File: src/rtl/bus_arbiter.sv
// Two-master arbiter for the shared 12-bit address / 4-bit data memory bus (CPU core = m0, loader/debug = m1).
// Latency: req seen in IDLE -> mem_* driven next cycle -> ack MEM_LAT+1 cycles after req; locked run = 1 access per MEM_LAT+1.
// Backpressure: masters hold req and fields until their ack pulse; round-robin on BUS_ARB_RR_EN, else m0 wins ties.
module bus_arbiter #(
    parameter int MEM_LAT  = 1,
    parameter int MAX_HOLD = 8
) (
    input  logic        clk,
    input  logic        rst,
    input  logic        m0_req,
    input  logic        m0_lock,
    input  logic        m0_rw,
    input  logic [11:0] m0_addr,
    input  logic [3:0]  m0_wdata,
    output logic        m0_ack,
    output logic [3:0]  m0_rdata,
    input  logic        m1_req,
    input  logic        m1_lock,
    input  logic        m1_rw,
    input  logic [11:0] m1_addr,
    input  logic [3:0]  m1_wdata,
    output logic        m1_ack,
    output logic [3:0]  m1_rdata,
    output logic [11:0] mem_addr,
    output logic        mem_rw,
    output logic [3:0]  mem_wdata,
    input  logic [3:0]  mem_rdata,
    output logic        owner,
    output logic        busy
);

    typedef enum logic [1:0] {
        IDLE   = 2'd0,
        ACCESS = 2'd1,
        DONE   = 2'd2
    } state_t;

    localparam logic [1:0] LAT_LAST = 2'(MEM_LAT - 1);
    localparam logic [3:0] HOLD_MAX = 4'(MAX_HOLD);

    state_t      state;
    state_t      state_nxt;
    logic [1:0]  lat_cnt;
    logic [3:0]  hold_cnt;
    logic [3:0]  hold_nxt;
    logic        grant;
    logic        grant_idx;
    logic        win;
    logic        own_req;
    logic        own_lock;
    logic        other_req;
    logic        forced;
    logic        lat_last;
    logic        sel_rw;
    logic [11:0] sel_addr;
    logic [3:0]  sel_wdata;

`ifdef BUS_ARB_RR_EN
    logic last_owner;

    // On a tie the master that did not own the bus last time wins.
    always_comb begin
        win = m1_req;
        if (m0_req && m1_req) begin
            win = ~last_owner;
        end
    end
`else
    always_comb begin
        win = ~m0_req;
    end
`endif

    assign own_req   = owner ? m1_req  : m0_req;
    assign own_lock  = owner ? m1_lock : m0_lock;
    assign other_req = owner ? m0_req  : m1_req;
    assign forced    = (hold_cnt == HOLD_MAX) && other_req;
    assign lat_last  = (lat_cnt == LAT_LAST);

    always_comb begin
        state_nxt = state;
        hold_nxt  = hold_cnt;
        grant     = 1'b0;
        grant_idx = owner;
        case (state)
            IDLE: begin
                if (m0_req || m1_req) begin
                    grant     = 1'b1;
                    grant_idx = win;
                    state_nxt = ACCESS;
                end
            end
            ACCESS: begin
                if (lat_last) begin
                    state_nxt = DONE;
                end
            end
            DONE: begin
                if (own_req && own_lock && !forced) begin
                    grant     = 1'b1;
                    grant_idx = owner;
                    state_nxt = ACCESS;
                    hold_nxt  = (hold_cnt == HOLD_MAX) ? hold_cnt : hold_cnt + 4'd1;
                end else begin
                    hold_nxt = 4'd0;
                    // Hand over straight from DONE so the waiting master loses no idle cycle.
                    if (other_req) begin
                        grant     = 1'b1;
                        grant_idx = ~owner;
                        state_nxt = ACCESS;
                    end else begin
                        state_nxt = IDLE;
                    end
                end
            end
            default: begin
                state_nxt = IDLE;
            end
        endcase
    end

    assign sel_rw    = grant_idx ? m1_rw    : m0_rw;
    assign sel_addr  = grant_idx ? m1_addr  : m0_addr;
    assign sel_wdata = grant_idx ? m1_wdata : m0_wdata;

    always_ff @(posedge clk) begin
        if (rst) begin
            state     <= IDLE;
            lat_cnt   <= 2'd0;
            hold_cnt  <= 4'd0;
            owner     <= 1'b0;
            mem_addr  <= 12'd0;
            mem_rw    <= 1'b0;
            mem_wdata <= 4'd0;
            m0_rdata  <= 4'd0;
            m1_rdata  <= 4'd0;
`ifdef BUS_ARB_RR_EN
            last_owner <= 1'b0;
`endif
        end else begin
            state    <= state_nxt;
            hold_cnt <= hold_nxt;
            if (grant) begin
                owner     <= grant_idx;
                mem_addr  <= sel_addr;
                mem_rw    <= sel_rw;
                mem_wdata <= sel_wdata;
                lat_cnt   <= 2'd0;
`ifdef BUS_ARB_RR_EN
                last_owner <= grant_idx;
`endif
            end else if (state == ACCESS) begin
                lat_cnt <= lat_cnt + 2'd1;
                if (lat_last) begin
                    mem_rw <= 1'b0;
                    if (owner) begin
                        m1_rdata <= mem_rdata;
                    end else begin
                        m0_rdata <= mem_rdata;
                    end
                end
            end
        end
    end

    assign busy   = (state == ACCESS);
    assign m0_ack = (state == DONE) && !owner;
    assign m1_ack = (state == DONE) && owner;

endmodule

File: config.mk
export PLATFORM = sky130hd
export DESIGN_NAME = bus_arbiter
export DESIGN_NICKNAME = d
export VERILOG_FILES = /design/src/rtl/bus_arbiter.sv
export SDC_FILE = /design/constraint.sdc
export NUM_CORES = 1
export LEC_CHECK = 0
export CAP_MARGIN = 20
export CORE_ASPECT_RATIO = 1.1
export CORE_MARGIN = 3
export CORE_UTILIZATION = 44
export DETAILED_ROUTE_END_ITERATION = 6
export GPL_TIMING_DRIVEN = 1
export PLACE_DENSITY = 0.84
export SETUP_SLACK_MARGIN = 0.2
export SLEW_MARGIN = 15
export SYNTH_ARGS = -nofsm -noshare
export SYNTH_HDL_FRONTEND = slang
export SYNTH_SLANG_ARGS = --single-unit
File: constraint.sdc
create_clock -name clk -period 4.1 [get_ports clk]
set_input_delay 0.615 -clock clk [delete_from_list [all_inputs] [get_ports clk]]
set_output_delay 0.615 -clock clk [all_outputs]
set_load 0.05 [all_outputs]
==> results of run 1 <==
-- layout by cell type (no fill, tap or decap), types with 2 or more instances in the layout --
cell type,Yosys,layout
mux2i_1,23,23
nand2b_1,3,3
nand3_1,3,3
o21ai_0,7,7
dfxtp_1,34,34
ha_1,3,3
nand3b_1,4,4
o2bb2ai_1,16,16
and2_1,2,2
a21oi_1,9,9
clkdlybuf4s50_1,0,72
inv_1,7,7
nor2b_1,3,3
nor3_1,3,3
nand2_1,6,6
nor2_1,14,14
clkbuf_4,0,5
-- report_power, final --
| group | switching, mW | internal [mW] |
|---|---|---|
| Clock | 0.111 | 0.0831 |
| Combinational | 0.157 | 0.119 |
| Sequential | 0.0188 | 0.355 |
-- per-layer routing --
metal,vias up,global-route usage (%),wire length [um],part of all wire (%)
li1,718,-,-,-
met1,646,22.6,1750,45
met2,30,27.5,1890,49
met3,7,5.02,162,4.2
met4,0,5.76,53,1.4
met5,-,0,0,0
-- kinds of logic after synthesis --
logic type	count (synthesis)
AOI/OAI and AO/OA	42
xor gates and xnor gates	1
adders and majority gates	3
buffers and inverters	17
DFF	34
muxes	23
and+or+nand+nor	40
-- metrics by stage --
step	hold slack, ns	util (%)	worst slack (ns)	std cells
floorplan	0.457	-	1.99	160
global placement	0.444	67.8	1.40	271
detailed placement	0.446	67.8	1.33	271
CTS	0.473	69.5	1.32	279
global route	0.489	69.5	1.17	279
finish	0.468	69.5	1.36	279
-- worst max-delay path, cell delays in order, from the launching register on --
cell and delay [ns]:
dfxtp_1 0.46, nor2b_1 0.44, clkdlybuf4s50_1 0.90
-- sequential cells by signal (all words and copies together) (netlist names) --
name / flops
mem_addr: 12
hold_cnt: 4
m0_rdata: 4
m1_rdata: 4
mem_wdata: 4
lat_cnt: 2
state: 2
mem_rw: 1
owner: 1
-- Yosys cell counts --
library cell / count / area, sq um
a2bb2oi_1: 1 / 8.76
clkbuf_1: 3 / 11.3
a311oi_2: 1 / 15.0
inv_1: 7 / 26.3
nor2b_1: 3 / 18.8
nand3b_1: 4 / 30.0
nor3_1: 3 / 15.0
a22oi_1: 1 / 7.51
mux2i_1: 23 / 230
nand2b_1: 3 / 18.8
buf_4: 4 / 30.0
a311o_1: 1 / 10.0
o22ai_1: 1 / 6.26
o2bb2ai_2: 1 / 15.0
o2bb2ai_1: 16 / 140
a2111oi_4: 1 / 27.5
ha_1: 3 / 37.5
and3b_4: 1 / 12.5
nand3_1: 3 / 15.0
and2_1: 2 / 12.5
nand2_1: 6 / 22.5
buf_6: 2 / 22.5
buf_12: 1 / 20.0
o32ai_1: 1 / 8.76
a21oi_1: 9 / 45.0
o21ai_0: 7 / 35.0
dfxtp_1: 34 / 681
or4_1: 1 / 7.51
xnor2_1: 1 / 8.76
a21o_1: 1 / 7.51
o21ba_2: 1 / 10.0
nor2_1: 14 / 52.6
-- final cells by class --
class                      count  area (sq um)  area share (%)
clock buffer                   7          55.1            2.32
multi-input combinational    109           818            34.5
tap                           48          60.1            2.53
inverter                       7          26.3            1.11
clock inverter                 1          5.00           0.211
timing repair buffer          73           728            30.7
sequential                    34           681            28.7
-- how the worst max path moves through the flow --
stage                     slack [ns]                   endpoint                   from  depth (start not counted)
final                           1.36                       busy  state[0]$_SDFFE_PP0P_                          2
after global routing            1.17                       busy  state[0]$_SDFFE_PP0P_                          2
after CTS                       1.32                       busy  state[0]$_SDFFE_PP0P_                          2
after global placement          1.40  mem_wdata[0]$_SDFFE_PP0P_                 m1_req                          5
after floorplan                 1.99                     m0_ack     owner$_SDFFE_PP0P_                          3
after detailed placement        1.33  mem_wdata[3]$_SDFFE_PP0P_                 m1_req                          5
==> impl_metrics.ini, run 1 <==
[yosys]
synth_nets = 207
synth_compound_area_share_pct = 20.9
netlist_instances = 160
synth_top_family_by_area = compound AO/OA/AOI/OAI gates
synth_fa_ha_area_share_pct = 2.33
synth_area_sq_um = 1610
synth_xor_area_share_pct = 0.544
ys_warn_count = 0
synthMuxAreaShare_pct = 14.3
synth_seq_cells = 34
synthSimpleGateAreaFrac_pct = 12.8
syn_area_per_cell_sq_um = 10.1
ys_seq_area_share_pct = 42.3
ys_types = 32

[timing]
slew_headroom_pct = 26.1
setup_tns_ns = 0
max_freq_ghz = 0.364
setup_viol_count_final = 0
drv_slew = 0
period_needed_ns = 2.74
finClkSkew_ns = 0.00605
rsz0062_at_grt = no
tightest_slew_ns = 1.10
min_period_over_period_pct = 66.9
hold_violations = 0

[global_routing]
antenna_found_initial = 0
grt_usage_pct = 17.4
grt_pass1_vias = 1293
grt_overflow = 0
grt_max_degree = 21
grt_pass1_wl_mm = 6.13

[drt]
wl_per_cell_um = 13.8
vias_per_cell = 5.02
drc = 0
detail-route-antenna-nets = 0
num_vias = 1401
drt_iter0_markers = 78
first_pass_iters = 4
drt-total-wl_mm = 3.85

[final_layout]
layout-drive-gt1-share_pct = 5.63
n_antenna_cell = 0
fillers = 288
nets = 277
fin_area_sq_um = 2370
area_delta_synth_final_pct = 47.5

[clock_tree]
root_buffer = clkbuf_4
cts_resized = 0
clkLatencyLatePin_ns = 0.34
cts_hold_buffers = 0
cts_tree = done
clkTransAtPathRegs_ns = 0.10
cts_setup_buffers = 0
cts.sinks = 34
htree_levels = 2
cts_buffers = 5
cts_max_path_buffers = 2

[run]
max-cap-violations = 0

[placed_design]
placed_area_sq_um = 2310
portBuffers = 72
dp_hpwl_mm = 2.82
gp_congestion = 0.844

[setup_path]
critical_path_class = reg -> out
worstReg2RegStart = owner$_SDFFE_PP0P_
reg2reg_to = mem_wdata[3]$_SDFFE_PP0P_
cp.required_ns = 3.48
critPathMaxFanout = 8
crit_path_end_kind = output port
rr_worst_depth = 5
arrival_ns = 2.13
rrSetupSlack_ns = 1.71
start_kind = flip-flop

[outcome]
status = finished clean

[hold_path]
hold_depth = 1
hold_class = reg -> reg
whs_endpoint = mem_addr[2]$_SDFFE_PP0P_
hold_path.startpoint = mem_addr[2]$_SDFFE_PP0P_

[floorplanning]
chipHeight_um = 69.4
ios = 73
start_util_pct = 47.1
fp.coreArea_sq_um = 3410
dieWidth_um = 63.7
rows = 22
fp.dieArea_sq_um = 4420

[pwr]
total_leakage_power_nw = 0.944
vdd_drop_max_mv = 0.288
power.total_mw = 0.844
powerDensity_nw_per_um2 = 356
Note: power is estimated with default switching activity, not from simulation.
==> run 2: changes to the inputs <==
--- a/config.mk
+++ b/config.mk
@@ -8,10 +8,10 @@
 export CAP_MARGIN = 20
 export CORE_ASPECT_RATIO = 1.1
 export CORE_MARGIN = 3
-export CORE_UTILIZATION = 44
+export CORE_UTILIZATION = 37
 export DETAILED_ROUTE_END_ITERATION = 6
 export GPL_TIMING_DRIVEN = 1
-export PLACE_DENSITY = 0.84
+export PLACE_DENSITY = 0.76
 export SETUP_SLACK_MARGIN = 0.2
 export SLEW_MARGIN = 15
 export SYNTH_ARGS = -nofsm -noshare
==> constraint.sdc (replaced) <==
create_clock -name clk -period 2.4 [get_ports clk]
set_input_delay 0.36 -clock clk [delete_from_list [all_inputs] [get_ports clk]]
set_output_delay 0.36 -clock clk [all_outputs]
set_load 0.05 [all_outputs]
==> impl_metrics.ini, run 2 (same netlist as run 1, synthesis figures left out) <==
[run]
max-cap-violations = 0

[drt]
wl_per_cell_um = 13.3
drc = 0
drt-total-wl_mm = 3.84
detail-route-antenna-nets = 0
drt_iter0_markers = 50
vias_per_cell = 4.94
num_vias = 1422
first_pass_iters = 4

[clock_tree]
cts_max_path_buffers = 2
cts_hold_buffers = 0
cts_setup_buffers = 0
cts.sinks = 34
root_buffer = clkbuf_8
clkTransAtPathRegs_ns = 0.07
clkLatencyLatePin_ns = 0.29
cts_tree = done
cts_buffers = 5
htree_levels = 2

[timing]
period_needed_ns = 2.08
rsz0062_at_grt = no
hold_violations = 0
tightest_slew_ns = 1.07
slew_headroom_pct = 28.1
setup_tns_ns = 0
finClkSkew_ns = 0.00726
drv_slew = 0
min_period_over_period_pct = 86.8
max_freq_ghz = 0.480
setup_viol_count_final = 0

[floorplanning]
fp.coreArea_sq_um = 4080
dieWidth_um = 68.9
ios = 73
fp.dieArea_sq_um = 5180
chipHeight_um = 75.2
start_util_pct = 39.4
rows = 24

[final_layout]
layout-drive-gt1-share_pct = 8.90
final_common_cell = clkdlybuf4s50_1
layout_common_cells = 69 x clkdlybuf4s50_1, 34 x dfxtp_1, 23 x mux2i_1, 16 x o2bb2ai_1, 14 x nor2_1
fin_area_sq_um = 2500
fillers = 373
n_antenna_cell = 0
largest_reg_flops = 12
fin_util_pct = 61.2
nets = 282
regMostFlops = mem_addr
area_delta_synth_final_pct = 55.4

[setup_path]
arrival_ns = 1.72
rr_worst_depth = 8
cp_cell_sequence = buf_4, clkdlybuf4s50_1
critical_path_class = reg -> out
crit_end = owner
crit_path_end_kind = output port
cp_slowest_cell = clkdlybuf4s50_1
reg2reg_to = mem_addr[2]$_SDFFE_PP0P_
rrSetupSlack_ns = 0.37
startpoint = owner$_SDFFE_PP0P_
cp.required_ns = 2.04
critPathMaxFanout = 15
start_kind = flip-flop
max_stage_delay_ns = 0.85
worstReg2RegStart = hold_cnt[0]$_SDFFE_PP0P_

[pwr]
vdd_drop_max_mv = 0.562
powerDensity_nw_per_um2 = 704
total_leakage_power_nw = 1.01
power.total_mw = 1.76

[placed_design]
placed_area_sq_um = 2360
dp_hpwl_mm = 2.83
gp_congestion = 0.651
portBuffers = 72

[hold_path]
hold_class = reg -> reg

[global_routing]
antenna_found_initial = 0
grt_max_degree = 20
grt_overflow = 0
grt_pass1_wl_mm = 6.22
grt_pass1_vias = 1459
grt_usage_pct = 15.9

[outcome]
status = finished clean
## run 2: cell count changes in the layout (fill, tap and decap cells not counted), moves of 2 or more
cell / delta
buf_4: +6
clkbuf_4: -5
clkbuf_8: +4
clkdlybuf4s50_1: -3
bufinv_16: +2
## run 2: final cells by class
class,count,area (sq um),share of cell area (%)
well taps,52,65.1,2.60
repair buffers,78,772,30.9
clock buffers,5,68.8,2.75
flip-flops and latches,34,681,27.2
clock inverters,3,68.8,2.75
multi-input cells,109,818,32.7
inverters,7,26.3,1.05
## run 2: where the power goes
part / switching [mW] / internal [mW] / leakage [nW] / total, mW
clock network: 0.218 / 0.416 / 0.0683 / 0.634
registers: 0.0265 / 0.607 / 0.279 / 0.634
logic: 0.277 / 0.216 / 0.667 / 0.493
total: 0.521 / 1.24 / 1.01 / 1.76
## run 2: worst max-delay path, delay by kind of cell (launching register included)
family | cells | cell delay, ns
buffers and inverters | 2 | 1.07
flip-flops | 1 | 0.36
## run 2: stage by stage
stage	std cells	setup slack [ns]	hold WS, ns
2_1_floorplan	160	0.374	0.457
3_3_place_gp	280	0.110	0.445
3_5_place_dp	280	0.113	0.447
4_1_cts	288	0.308	0.467
5_1_grt	288	0.216	0.480
6_report	288	0.318	0.463
## run 2: layer usage
layer / vias up / global-route usage (%) / part of all wire [%]
met5: - / 0 / 0
met4: 0 / 3.90 / 0.68
met3: 2 / 8.66 / 11
met2: 53 / 25.3 / 45
met1: 639 / 18.8 / 44
li1: 728 / - / -
## run 2: timing repair
action / CTS / global route
endpoints found under the setup margin: 1 / 0
resized for setup: 1 / 0
hold endpoints to repair: 0 / 0
## run 2: worst min path at each step
stage	from	to	slack, ns	depth (start not counted)
after floorplan	hold_cnt[2]$_SDFFE_PP0P_	hold_cnt[2]$_SDFFE_PP0P_	0.46	2
after global placement	mem_addr[7]$_SDFFE_PP0P_	mem_addr[7]$_SDFFE_PP0P_	0.45	1
after detailed placement	mem_addr[3]$_SDFFE_PP0P_	mem_addr[3]$_SDFFE_PP0P_	0.45	1
after CTS	mem_addr[3]$_SDFFE_PP0P_	mem_addr[3]$_SDFFE_PP0P_	0.47	1
after global routing	mem_wdata[1]$_SDFFE_PP0P_	mem_wdata[1]$_SDFFE_PP0P_	0.48	1
final	mem_wdata[1]$_SDFFE_PP0P_	mem_wdata[1]$_SDFFE_PP0P_	0.46	1
